<file path="src/rtl/stream_select_mux.sv">
// N-channel registered stream selector with valid/ready handshake, fixed-select or round-robin mode.
// Optional 1-entry skid register behind the output when SELECT_MUX_SKID_EN is defined.
module stream_select_mux #(
    parameter int WIDTH    = 17,
    parameter int CHANNELS = 4,
    parameter int MODE     = 0,
    localparam int SEL_W   = $clog2(CHANNELS)
) (
    input  logic                      Clock,
    input  logic                      Reset_n,
    input  logic [CHANNELS*WIDTH-1:0] InData,
    input  logic [CHANNELS-1:0]       InValid,
    output logic [CHANNELS-1:0]       InReady,
    input  logic [SEL_W-1:0]          Selection,
    output logic [WIDTH-1:0]          OutData,
    output logic                      OutValid,
    input  logic                      OutReady,
    output logic [SEL_W-1:0]          Grant
);

    logic [SEL_W-1:0] ptr;
    logic [SEL_W-1:0] pick;
    logic             pick_ok;
    logic [WIDTH-1:0] pick_data;
    logic             open;
    logic             transfer;
    int               scan;

`ifdef SELECT_MUX_SKID_EN
    logic             skid_valid;
    logic [WIDTH-1:0] skid_data;
    logic [SEL_W-1:0] skid_grant;
`endif

    // Choose the candidate channel: Selection in fixed mode, first valid from ptr in round-robin.
    always_comb begin
        pick    = '0;
        pick_ok = 1'b0;
        scan    = 0;
        if (MODE == 1) begin
            for (int i = 0; i < CHANNELS; i++) begin
                scan = int'(ptr) + i;
                if (scan >= CHANNELS) begin
                    scan = scan - CHANNELS;
                end
                if (!pick_ok && InValid[SEL_W'(scan)]) begin
                    pick    = SEL_W'(scan);
                    pick_ok = 1'b1;
                end
            end
        end else begin
            pick    = Selection;
            pick_ok = (int'(Selection) < CHANNELS);
        end
    end

    always_comb begin
        pick_data = '0;
        for (int k = 0; k < CHANNELS; k++) begin
            if (SEL_W'(k) == pick) begin
                pick_data = InData[k*WIDTH +: WIDTH];
            end
        end
    end

    // The skid build keeps OutReady out of the InReady cone entirely.
    always_comb begin
`ifdef SELECT_MUX_SKID_EN
        open = !skid_valid;
`else
        open = !OutValid || OutReady;
`endif
        for (int k = 0; k < CHANNELS; k++) begin
            InReady[k] = Reset_n && pick_ok && open && (SEL_W'(k) == pick);
        end
        transfer = |(InReady & InValid);
    end

    always_ff @(posedge Clock or negedge Reset_n) begin
        if (!Reset_n) begin
            OutValid   <= 1'b0;
            OutData    <= '0;
            Grant      <= '0;
            ptr        <= '0;
`ifdef SELECT_MUX_SKID_EN
            skid_valid <= 1'b0;
            skid_data  <= '0;
            skid_grant <= '0;
`endif
        end else begin
            if (transfer) begin
                ptr <= (int'(pick) == CHANNELS - 1) ? '0 : pick + 1'b1;
            end
`ifdef SELECT_MUX_SKID_EN
            if (OutValid && !OutReady) begin
                if (transfer) begin
                    skid_valid <= 1'b1;
                    skid_data  <= pick_data;
                    skid_grant <= pick;
                end
            end else if (skid_valid) begin
                OutData    <= skid_data;
                Grant      <= skid_grant;
                OutValid   <= 1'b1;
                skid_valid <= 1'b0;
            end else if (transfer) begin
                OutData  <= pick_data;
                Grant    <= pick;
                OutValid <= 1'b1;
            end else begin
                OutValid <= 1'b0;
            end
`else
            if (transfer) begin
                OutData  <= pick_data;
                Grant    <= pick;
                OutValid <= 1'b1;
            end else if (OutReady) begin
                OutValid <= 1'b0;
            end
`endif
        end
    end

endmodule
</file>
<file path="config.mk">
export PLATFORM = sky130hd
export DESIGN_NAME = stream_select_mux
export DESIGN_NICKNAME = d
export VERILOG_FILES = /design/src/rtl/stream_select_mux.sv
export SDC_FILE = /design/constraint.sdc
export NUM_CORES = 1
export LEC_CHECK = 0
export ABC_AREA = 1
export ABC_CLOCK_PERIOD_IN_PS = 2300
export BUFFER_PORTS_ARGS = -buffer_cell sky130_fd_sc_hd__buf_2
export CORE_UTILIZATION = 44
export CTS_BUF_LIST = sky130_fd_sc_hd__clkbuf_16
export DETAILED_ROUTE_END_ITERATION = 7
export GPL_TIMING_DRIVEN = 1
export PLACE_DENSITY_LB_ADDON = 0.12
export SLEW_MARGIN = 10
export SYNTH_ARGS = -nofsm -noshare
export SYNTH_HDL_FRONTEND = slang
export SYNTH_SLANG_ARGS = --single-unit
</file>
<file path="constraint.sdc">
create_clock -name Clock -period 2.3 [get_ports Clock]
set_clock_uncertainty 0.2 [all_clocks]
set_input_delay 0.46 -clock Clock [delete_from_list [all_inputs] [get_ports Clock]]
set_output_delay 0.46 -clock Clock [all_outputs]
set_load 0.05 [all_outputs]
</file>
==> results.sh <==
export IMPL_status="completed"
export IMPL_yosys_area_top_type="dfrtp_1"
export IMPL_ys_seq_area_share_pct=36.1
export IMPL_die_w_um=58.2
export IMPL_slew_viol_final=0
export IMPL_fin_crit_ns=2.14
export IMPL_cts_tree="done"
export IMPL_ant_nets=0
export IMPL_synth_edf_count=0
export IMPL_layout_drive_gt1_share_pct=45.0
export IMPL_cts_root_buf="clkbuf_16"
export IMPL_hpwl_um=3060
export IMPL_finalWorstSetupSlack_ns=0.158
export IMPL_grt_pass1_wl_um=6290
export IMPL_yosysWarnings=0
export IMPL_core_sq_um=3030
export IMPL_routed_wl_um=3860
export IMPL_synth_common_cells="nand2_1 (99), dfrtp_1 (20), nand4_1 (19), nand2_2 (11), o21ai_1 (10)"
export IMPL_netlist_cell_type_count=20
export IMPL_crit_fanout=4
export IMPL_cap_violations=0
export IMPL_die_area_sq_um=3380
export IMPL_area_growth_pct=47.9
export IMPL_diodes=0
export IMPL_cts_sinks=20
export IMPL_rows=20
export IMPL_grt_total_usage_pct=23.8
export IMPL_rsz0062_at_grt="no"
export IMPL_endpoint_kind="output pin"
export IMPL_hp_class="reg2reg"
export IMPL_yosysMostFrequentCell="nand2_1"
export IMPL_critPathRequiredTime_ns=1.64
export IMPL_drc=0
export IMPL_critical_path_class="reg2out"
export IMPL_fillers=298
export IMPL_regArea_sq_um=500
export IMPL_clock_latency_ns=0.24
export IMPL_synth_ff_type="dfrtp_1"
export IMPL_async_flop_share_pct=100
export IMPL_synth_top_area_share_pct=36.1
export IMPL_dp_slack_ns=0.265
export IMPL_holdWs_ns=0.263
export IMPL_fmax_mhz=467
export IMPL_setup_viol=0
export IMPL_fin_area_sq_um=2050
export IMPL_synthCells=197
export IMPL_drt_initial_drc_count=52
export IMPL_first_global_vias=1485
export IMPL_pin_count=101
export IMPL_synth_area_leaders="dfrtp_1 (36%), nand2_1 (27%), nand4_1 (8.6%)"
export IMPL_ys_ff_latch=20
export IMPL_slew_headroom_pct=82.1
export IMPL_tns_ns=0
export IMPL_power_density_nw_per_um2=812
export IMPL_worst_slew_pin_slew_ns=0.266
export IMPL_cts_buffers=3
export IMPL_gp_congestion=0.923
export IMPL_die_height_um=58.2
export IMPL_synth_area_sq_um=1390
export IMPL_p_total_mw=1.67
export IMPL_post_drt_wl_per_cell_um=11.2
export IMPL_grt_max_degree=23
export IMPL_layout_nets=380
export IMPL_period_share_pct=93.2
export IMPL_first_pass_iters=4
export IMPL_cts_max_path_buffers=2
export IMPL_vias=1663
export IMPL_path_clk_slew_ns=0.05
export IMPL_port_buffers=100
export IMPL_multi_input_area_sq_um=766
export IMPL_viasPerCell=4.81
export IMPL_rr_worst_depth=7
export IMPL_antenna_found_initial=0
export IMPL_hold_depth=2
export IMPL_syn_area_per_cell_sq_um=7.04
export IMPL_vdd_drop_max_mv=0.328
export IMPL_h_tree_depth=1
export IMPL_worstSetupStartpointType="flop"
export IMPL_arrival_ns=1.48
export IMPL_hold_viol_final=0
export IMPL_power_leakage_nw=1.17
export IMPL_initial_core_util_pct=45.8
export IMPL_grt_overflow=0
export IMPL_synth_nets=274
export IMPL_post_dp_cell_area_sq_um=1900
==> report_power, final <==
part	switching, mW	leakage, nW	internal, mW
sequential	0.0546	0.251	0.440
combinational	0.512	0.869	0.198
clock	0.118	0.0511	0.345
==> final timing paths <==
| check | slack [ns] | end | start |
|---|---|---|---|
| min in group asynchronous | 0.52 | OutData[2]$_DFFE_PN0P_ | Reset_n |
| worst max register to register | 0.60 | OutData[7]$_DFFE_PN0P_ | OutValid$_DFFE_PN0P_ |
| worst min register to register | 0.26 | Grant[1]$_DFFE_PN0P_ | Grant[1]$_DFFE_PN0P_ |
| worst max-delay path | 0.16 | InReady[1] | OutValid$_DFFE_PN0P_ |
| worst min-delay path | 0.26 | Grant[1]$_DFFE_PN0P_ | Grant[1]$_DFFE_PN0P_ |
| max in group asynchronous | 1.21 | OutData[16]$_DFFE_PN0P_ | Reset_n |
==> metal layers <==
metal / part of all wire, % / GRT usage [%]
met1: 47 / 33.0
met2: 47 / 40.1
met3: 5.7 / 2.01
met4: 0.60 / 6.12
met5: 0 / 0
==> repair_timing <==
| item | CTS | global route |
|---|---|---|
| hold endpoints to repair | 16 | 0 |
| setup buffers | 0 | 4 |
| setup endpoints to repair | 0 | 20 |
| gates resized for setup | 0 | 1 |
| hold buffers | 1 | 0 |
==> through the flow <==
| stage | util, % | instances |
|---|---|---|
| 4_1_cts | 66.7 | 342 |
| 6_report | 67.8 | 346 |
| 2_1_floorplan | - | 197 |
| 3_5_place_dp | 62.9 | 337 |
| 5_1_grt | 67.8 | 346 |
| 3_3_place_gp | 62.9 | 337 |
==> state kept, by name, summed over array words and instances (netlist names) <==
register and cells:
Grant 2, OutData 17, OutValid 1
==> area by class of cell <==
| type | count | area share (%) |
|---|---|---|
| tap | 44 | 2.68 |
| multi-input combinational | 159 | 37.3 |
| clock inverter | 1 | 1.46 |
| timing repair buffer | 112 | 29.1 |
| inverter | 7 | 1.40 |
| clock buffer | 3 | 3.66 |
| sequential | 20 | 24.4 |
==> worst max-delay path, cell delays in order (launching register included) <==
cell,delay [ns]
dfrtp_1,0.40
a21oi_2,0.26
inv_1,0.13
nor3_1,0.16
buf_2,0.29
==> logic make-up (layout without fill, tap and decap cells) <==
kind of cell	count (synthesis)	in the layout	share of synthesized area, %
and+or+nand+nor	140	140	48.1
AOI/OAI and AO/OA	19	19	7.12
buffers and inverters	18	123	8.75
DFF	20	20	36.1
==> cells in the final DEF, fill, tap and decap left out, types with 3 or more instances in the layout <==
master / count
inv_1: 4
nand4_1: 19
o21ai_0: 8
buf_2: 100
o21ai_1: 10
buf_4: 10
nand2_2: 11
dfrtp_1: 20
clkbuf_16: 3
nand2_1: 99
nor3_1: 3
Note: power is estimated with default switching activity, not from simulation.
